### src/rtl/fp_pkg.sv
// fp_pkg: shared IEEE-754 single-precision constants, the dot-product FSM
// state type, and the combinational FP_Multiplier / FP_Adder functions.
// The functions flush subnormal inputs and outputs to signed zero, round
// to nearest-even, saturate overflow to infinity and return a quiet NaN
// for invalid operations.
package fp_pkg;

    localparam int FP_W  = 32;
    localparam int EXP_W = 8;
    localparam int MAN_W = 23;

    localparam logic [FP_W-1:0]  FP_ZERO      = 32'h0000_0000;
    localparam logic [FP_W-1:0]  FP_QNAN      = 32'h7FC0_0000;
    localparam logic [EXP_W-1:0] EXP_ALL_ONES = 8'hFF;

    typedef enum logic [1:0] {
        IDLE  = 2'd0,
        ACCUM = 2'd1,
        DRAIN = 2'd2,
        DONE  = 2'd3
    } fp_dot_state_t;

    // Round a normalised 24-bit significand (hidden bit at m[23]) and pack.
    function automatic logic [FP_W-1:0] fp_pack(input logic s, input int e,
                                                 input logic [23:0] m,
                                                 input logic g, input logic st);
        logic [24:0] mr;
        int          eo;
        eo = e;
        mr = {1'b0, m} + {24'h0, g & (st | m[0])};
        if (mr[24]) begin
            mr = mr >> 1;
            eo = e + 1;
        end
        if (eo >= 255) return {s, EXP_ALL_ONES, 23'h0};
        if (eo <= 0)   return {s, 31'h0};
        return {s, eo[7:0], mr[22:0]};
    endfunction

    // FP_Multiplier
    function automatic logic [FP_W-1:0] fp_mul(input logic [FP_W-1:0] x,
                                               input logic [FP_W-1:0] y);
        logic        s;
        logic [7:0]  ex, ey;
        logic [47:0] p;
        int          e;
        s  = x[31] ^ y[31];
        ex = x[30:23];
        ey = y[30:23];
        if ((ex == EXP_ALL_ONES && |x[22:0]) || (ey == EXP_ALL_ONES && |y[22:0]))
            return FP_QNAN;
        if (ex == EXP_ALL_ONES || ey == EXP_ALL_ONES)
            return (ex == 8'h0 || ey == 8'h0) ? FP_QNAN : {s, EXP_ALL_ONES, 23'h0};
        if (ex == 8'h0 || ey == 8'h0)
            return {s, 31'h0};
        p = 48'({1'b1, x[22:0]}) * 48'({1'b1, y[22:0]});
        e = int'(ex) + int'(ey) - 127;
        if (p[47])
            return fp_pack(s, e + 1, p[47:24], p[23], |p[22:0]);
        return fp_pack(s, e, p[46:23], p[22], |p[21:0]);
    endfunction

    // FP_Adder
    function automatic logic [FP_W-1:0] fp_add(input logic [FP_W-1:0] x,
                                               input logic [FP_W-1:0] y);
        logic [7:0]  ex, ey, d;
        logic [31:0] big, sml;
        logic [27:0] mb, ms;
        int          e;
        ex = x[30:23];
        ey = y[30:23];
        if ((ex == EXP_ALL_ONES && |x[22:0]) || (ey == EXP_ALL_ONES && |y[22:0]))
            return FP_QNAN;
        if (ex == EXP_ALL_ONES && ey == EXP_ALL_ONES)
            return (x[31] != y[31]) ? FP_QNAN : x;
        if (ex == EXP_ALL_ONES) return x;
        if (ey == EXP_ALL_ONES) return y;
        if (ex == 8'h0 && ey == 8'h0) return {x[31] & y[31], 31'h0};
        if (ex == 8'h0) return y;
        if (ey == 8'h0) return x;
        if (y[30:0] > x[30:0]) begin
            big = y;
            sml = x;
        end else begin
            big = x;
            sml = y;
        end
        d  = big[30:23] - sml[30:23];
        // 1 carry bit, hidden bit, 23 fraction bits, guard/round/sticky
        mb = {2'b01, big[22:0], 3'b000};
        ms = {2'b01, sml[22:0], 3'b000};
        for (int i = 0; i < 27; i++)
            if (i < int'(d)) ms = {1'b0, ms[27:2], ms[1] | ms[0]};
        e = int'(big[30:23]);
        if (x[31] == y[31]) begin
            mb = mb + ms;
            if (mb[27]) begin
                mb = {1'b0, mb[27:2], mb[1] | mb[0]};
                e  = e + 1;
            end
        end else begin
            mb = mb - ms;
            if (mb == 28'h0) return FP_ZERO;
            for (int i = 0; i < 26; i++) begin
                if (!mb[26]) begin
                    mb = mb << 1;
                    e  = e - 1;
                end
            end
        end
        return fp_pack(big[31], e, mb[26:3], mb[2], |mb[1:0]);
    endfunction

endpackage

### src/rtl/fp_dot_product_unit_mac_stage.sv
// fp_mac_stage: two-stage multiply-accumulate datapath.
//   stage 1: prod_reg <= fp_mul(a, b) when load; prod_vld follows load.
//   stage 2: acc <= fp_add(acc, prod_reg) whenever prod_vld.
// Ports:
//   clk, rst      clock, asynchronous active-high reset
//   clr           synchronous clear of acc/prod_reg/prod_vld (new product)
//   load          operand pair a/b accepted this cycle
//   a, b          IEEE-754 single operands
//   acc           running sum
//   prod_vld      prod_reg holds a product not yet accumulated
//   ovf           (only with FP_DOT_OVF_FLAG_EN) sticky: a product or sum
//                 had an all-ones exponent since the last clr
module fp_mac_stage
    import fp_pkg::*;
(
    input  logic            clk,
    input  logic            rst,
    input  logic            clr,
    input  logic            load,
    input  logic [FP_W-1:0] a,
    input  logic [FP_W-1:0] b,
    output logic [FP_W-1:0] acc,
    output logic            prod_vld
`ifdef FP_DOT_OVF_FLAG_EN
    ,
    output logic            ovf
`endif
);

    logic [FP_W-1:0] prod_reg;
    logic [FP_W-1:0] mul_res;
    logic [FP_W-1:0] add_res;

    assign mul_res = fp_mul(a, b);
    assign add_res = fp_add(acc, prod_reg);

    always_ff @(posedge clk or posedge rst) begin
        if (rst) begin
            prod_reg <= FP_ZERO;
            prod_vld <= 1'b0;
            acc      <= FP_ZERO;
        end else if (clr) begin
            prod_reg <= FP_ZERO;
            prod_vld <= 1'b0;
            acc      <= FP_ZERO;
        end else begin
            prod_vld <= load;
            if (load)
                prod_reg <= mul_res;
            if (prod_vld)
                acc <= add_res;
        end
    end

`ifdef FP_DOT_OVF_FLAG_EN
    always_ff @(posedge clk or posedge rst) begin
        if (rst)
            ovf <= 1'b0;
        else if (clr)
            ovf <= 1'b0;
        else if ((load && mul_res[30:23] == EXP_ALL_ONES) ||
                 (prod_vld && add_res[30:23] == EXP_ALL_ONES))
            ovf <= 1'b1;
    end
`endif

endmodule

### src/rtl/fp_dot_product_unit.sv
// fp_dot_product_unit: streams VEC_LEN operand pairs, multiplies each pair
// and accumulates the products; the final single-precision sum is offered
// on a valid/ready output.
// Optional feature macro: FP_DOT_OVF_FLAG_EN adds the sticky ovf output.
// Ports:
//   clk, rst             clock, asynchronous active-high reset
//   start                begin a new dot product (only honoured in IDLE)
//   in_valid/in_ready    operand handshake for a, b
//   a, b                 IEEE-754 single operands
//   out_valid/out_ready  result handshake
//   result               final sum (equals the accumulator)
//   busy                 accumulating or draining
//   ovf                  (FP_DOT_OVF_FLAG_EN only) exponent 8'hFF seen
//
// state | meaning
// IDLE  | waiting for start
// ACCUM | accepting operand pairs, one per cycle
// DRAIN | last product being added into the accumulator
// DONE  | result valid, waiting for out_ready
module fp_dot_product_unit
    import fp_pkg::*;
#(
    parameter int VEC_LEN = 8,
    parameter int CNT_W   = $clog2(VEC_LEN + 1)
) (
    input  logic            clk,
    input  logic            rst,
    input  logic            start,
    input  logic            in_valid,
    output logic            in_ready,
    input  logic [FP_W-1:0] a,
    input  logic [FP_W-1:0] b,
    output logic            out_valid,
    input  logic            out_ready,
    output logic [FP_W-1:0] result,
    output logic            busy
`ifdef FP_DOT_OVF_FLAG_EN
    ,
    output logic            ovf
`endif
);

    fp_dot_state_t   state;
    logic [CNT_W-1:0] count;
    logic            accept;
    logic            last;
    logic            clr;
    logic            prod_vld;
    logic [FP_W-1:0] acc;

    assign in_ready = (state == ACCUM);
    assign accept   = in_valid && in_ready;
    assign last     = accept && (count == CNT_W'(VEC_LEN - 1));
    assign clr      = (state == IDLE) && start;
    assign busy     = (state == ACCUM) || (state == DRAIN);
    // prod_vld is always clear by DONE; the term keeps the result from being
    // offered while a product is still in flight.
    assign out_valid = (state == DONE) && !prod_vld;
    assign result    = acc;

    always_ff @(posedge clk or posedge rst) begin
        if (rst) begin
            state <= IDLE;
            count <= '0;
        end else begin
            unique case (state)
                IDLE: begin
                    if (start) begin
                        state <= ACCUM;
                        count <= '0;
                    end
                end
                ACCUM: begin
                    if (accept)
                        count <= count + CNT_W'(1);
                    if (last)
                        state <= DRAIN;
                end
                // The final product sits in prod_reg and lands in acc on
                // this edge, so DONE already sees the finished sum.
                DRAIN: state <= DONE;
                DONE: begin
                    if (out_ready)
                        state <= IDLE;
                end
                default: state <= IDLE;
            endcase
        end
    end

    fp_mac_stage u_mac (
        .clk      (clk),
        .rst      (rst),
        .clr      (clr),
        .load     (accept),
        .a        (a),
        .b        (b),
        .acc      (acc),
        .prod_vld (prod_vld)
`ifdef FP_DOT_OVF_FLAG_EN
        ,
        .ovf      (ovf)
`endif
    );

endmodule

### config.mk
export PLATFORM = sky130hd
export DESIGN_NAME = fp_dot_product_unit
export DESIGN_NICKNAME = d
export VERILOG_FILES = /design/src/rtl/fp_pkg.sv /design/src/rtl/fp_dot_product_unit_mac_stage.sv /design/src/rtl/fp_dot_product_unit.sv
export SDC_FILE = /design/constraint.sdc
export NUM_CORES = 2
export LEC_CHECK = 0
export ABC_AREA = 1
export CAP_MARGIN = 20
export CELL_PAD_IN_SITES_DETAIL_PLACEMENT = 1
export CELL_PAD_IN_SITES_GLOBAL_PLACEMENT = 1
export CORE_MARGIN = 2
export CORE_UTILIZATION = 32
export DETAILED_ROUTE_END_ITERATION = 10
export PLACE_DENSITY = 0.74
export SLEW_MARGIN = 0
export SYNTH_ARGS = -nofsm -noshare
export SYNTH_HDL_FRONTEND = slang
export SYNTH_SLANG_ARGS = --single-unit
### constraint.sdc
create_clock -name clk -period 22.4 [get_ports clk]
set_input_delay 3.36 -clock clk [delete_from_list [all_inputs] [get_ports clk]]
set_output_delay 3.36 -clock clk [all_outputs]
set_load 0.02 [all_outputs]
==> metrics <==
grt total ovfl=0; RePlAce Congestion=approximately 1; met3 usage=~2.1%; buffers added on ports=103; CP Capture Type=register; drt drc=0; Worst EP required=22.73 ns; initial antenna violation count=2; Crit Path Category=register to register; DRT Pass-1 Iters=6; met2 usage=between 40% and 50%; global-route wire length before repair=455.0 mm; worst hold margin=between 0.5 and 0.6 ns; Post-DP HPWL=approximately 240 mm; post-synthesis instance total=roughly 11k; vias in the first global route=roughly 85k; worst-path fanout max=8; DRT iter0 DRCs=between 5k and 6k; CTS HTree Levels=3; CTS Buf Count=9; Synth Net Count=12.17k; Filler Cells Inserted=26.56k; Final Hold Fails=0; post-synthesis async set-or-reset flop share=100.0%; Die X=~460 µm; RR Startpoint=u_mac.acc[16]$_DFFE_PP0P_; status=finished with violations; row cnt=~170; Final Net Count=around 14k; Post-synth top flop=dfrtp_1; GRT busiest layer=met2; IO Count=104; worst path arrival time=about 25 ns; maximum single-stage delay on the critical path=0.40 ns; Core Region=~200000 µm²; most common cell after layout, fill and taps aside=nand2_1; largest net degree at the start of global routing=68; CTS clk-pin slew, worst paths=0.09 ns; failing checks=setup timing; routed len/inst=21.56 µm; Initial Util=32.27%; via count=84.07k; final setup skew=between 0.02 and 0.03 ns; Final Slew Violations=0; CP max-delay cell=dfrtp_1; endpoints failing setup=31; Final ANT Viol Nets=0; EDFF count, synth=0; fin crit period=about 25 ns; worst rel slew slack=between 30% and 40%; die height=456.2 µm; type of origin of the critical path=register; met1 layer usage reported by global route=around 31%; Antenna diodes=0; CTS sink count=between 70 and 80; register area share after synthesis=2.716%; Vias/cell=around 5.5; layout cell share with drive strength beyond 1=about a third; syn_area_per_cell=between 5 and 6 µm²; DIE AREA=around 210000 µm²; maxcap violations=0; Worst path most repeated cell=buf_4; Synth Register Bits=slightly above 70; area of the mapped netlist=roughly 65000 µm²; gr usage total=26.68%; CTS tree=yes; commonest non-fill, non-tap cells in the layout=2633 x nand2_1, 1717 x inv_1, 1443 x buf_4; Distinct cells, synth=93; highest clock rate=between 40 and 50 MHz; RSZ-0062 raised after global routing=true; buffer levels on the longest clock path=2; Root Driver=clkbuf_16; Routed WL=roughly 330 mm; Critical Path Start=u_mac.acc[16]$_DFFE_PP0P_; Hold Startpoint=count[2]$_DFFE_PP0P_; Setup TNS Final=-65.59 ns; Worst Tran Pin Value=slightly above 1 ns; Area Overhead vs Synth=36.84%; Clock Latency Late Sink=between 0.4 and 0.5 ns; fin crit share=109.8%; fin worst setup slack=-2.189 ns; worst hold path type=register to register; Warnings, synthesis=0
==> cell usage after synthesis, drive strengths merged, types with 7 or more instances <==
master	count	area, µm²
a22oi	22	165.2
nand3b	34	255.2
a31oi	33	206.5
clkbuf	175	883.3
nand4	290	1898
clkinv	53	232.7
xor2	165	1453
o31ai	7	52.55
and2	7	46.30
nor4	85	531.8
fa	484	9689
o21ai	411	2095
ha	314	3929
nand2	3650	15540
buf	77	700.7
xnor2	52	463.0
dfrtp	71	1777
a221oi	7	61.31
a21oi	274	1405
a211oi	8	60.06
o22ai	43	275.3
o21bai	19	150.1
nand3	1404	8085
o211ai	37	277.8
nor3	138	752.0
inv	2049	7761
nor2	1269	5694
o221ai	20	175.2
or2	24	152.6
a21o	9	67.56
o21a	10	75.07
dlygate4sd3	11	110.1
nor3b	8	60.06
==> worst max-delay path: cells and delay by family, from the launching register on <==
family | cells | cell delay [ns]
fa+ha+maj | 7 | 1.66
simple gates | 124 | 14.46
compound gates | 8 | 1.28
buf+inv | 54 | 6.56
flops | 1 | 0.40
==> final timing paths <==
check | end | slack [ns] | cells after the start
max in group asynchronous | u_mac.acc[8]$_DFFE_PP0P_ | 17.87 | 4
worst max register to register | u_mac.acc[12]$_DFFE_PP0P_ | -2.19 | 193
worst max-delay path | u_mac.acc[12]$_DFFE_PP0P_ | -2.19 | 193
min in group asynchronous | count[3]$_DFFE_PP0P_ | 3.44 | 3
worst min-delay path | count[2]$_DFFE_PP0P_ | 0.53 | 1
worst min register to register | count[2]$_DFFE_PP0P_ | 0.53 | 1
==> metrics by stage <==
step | area, µm² | utilization, % | instances | setup WS, ns
floorplan | 65420 | - | 11300 | 0.3098
CTS | 81420 | 40.16 | 15170 | -0.06856
detailed placement | 76910 | 37.94 | 14960 | -2.142
finish | 89530 | 44.16 | 15340 | -2.189
global route | 89530 | 44.16 | 15340 | -3.022
global placement | 76910 | 37.94 | 14960 | -1.329
==> layer usage <==
| layer | part of all wire, % | vias up |
|---|---|---|
| met1 | 38 | 41760 |
| met3 | 4.7 | 1140 |
| met2 | 51 | 2758 |
| li1 | - | 38420 |
| met5 | 0.0033 | - |
| met4 | 6.6 | 2 |
==> timing repair <==
item,4_1_cts,5_1_grt
pin swaps,219,575
hold buffers,0,0
gates cloned,4,8
gates resized for setup,616,1555
setup buffers,198,161
endpoints found under the setup margin,31,31
==> cells by family (layout without fill, tap and decap cells) <==
kind of cell	after synthesis	in the layout	synth area share, %
compound gates	925	925	8.086
xor+xnor	217	217	2.928
fa+ha+maj	798	798	20.82
buf+inv	2368	3739	14.88
flops	71	71	2.716
mux	2	2	0.03060
simple gates	6917	6920	50.55
==> final cells by class <==
type | count | area, µm² | area share, %
multi-input cells | 8862 | 62990 | 70.36
clock buffers | 9 | 225.2 | 0.2516
repair buffers | 1619 | 13060 | 14.58
repair inverters | 1 | 8.758 | 0.009783
clock inverters | 7 | 68.82 | 0.07686
flip-flops and latches | 71 | 1777 | 1.985
well taps | 2672 | 3343 | 3.734
inverters | 2103 | 8060 | 9.003
Power is not shown: default switching activity piles up to over one toggle a cycle in this logic, so the estimate is an artifact.
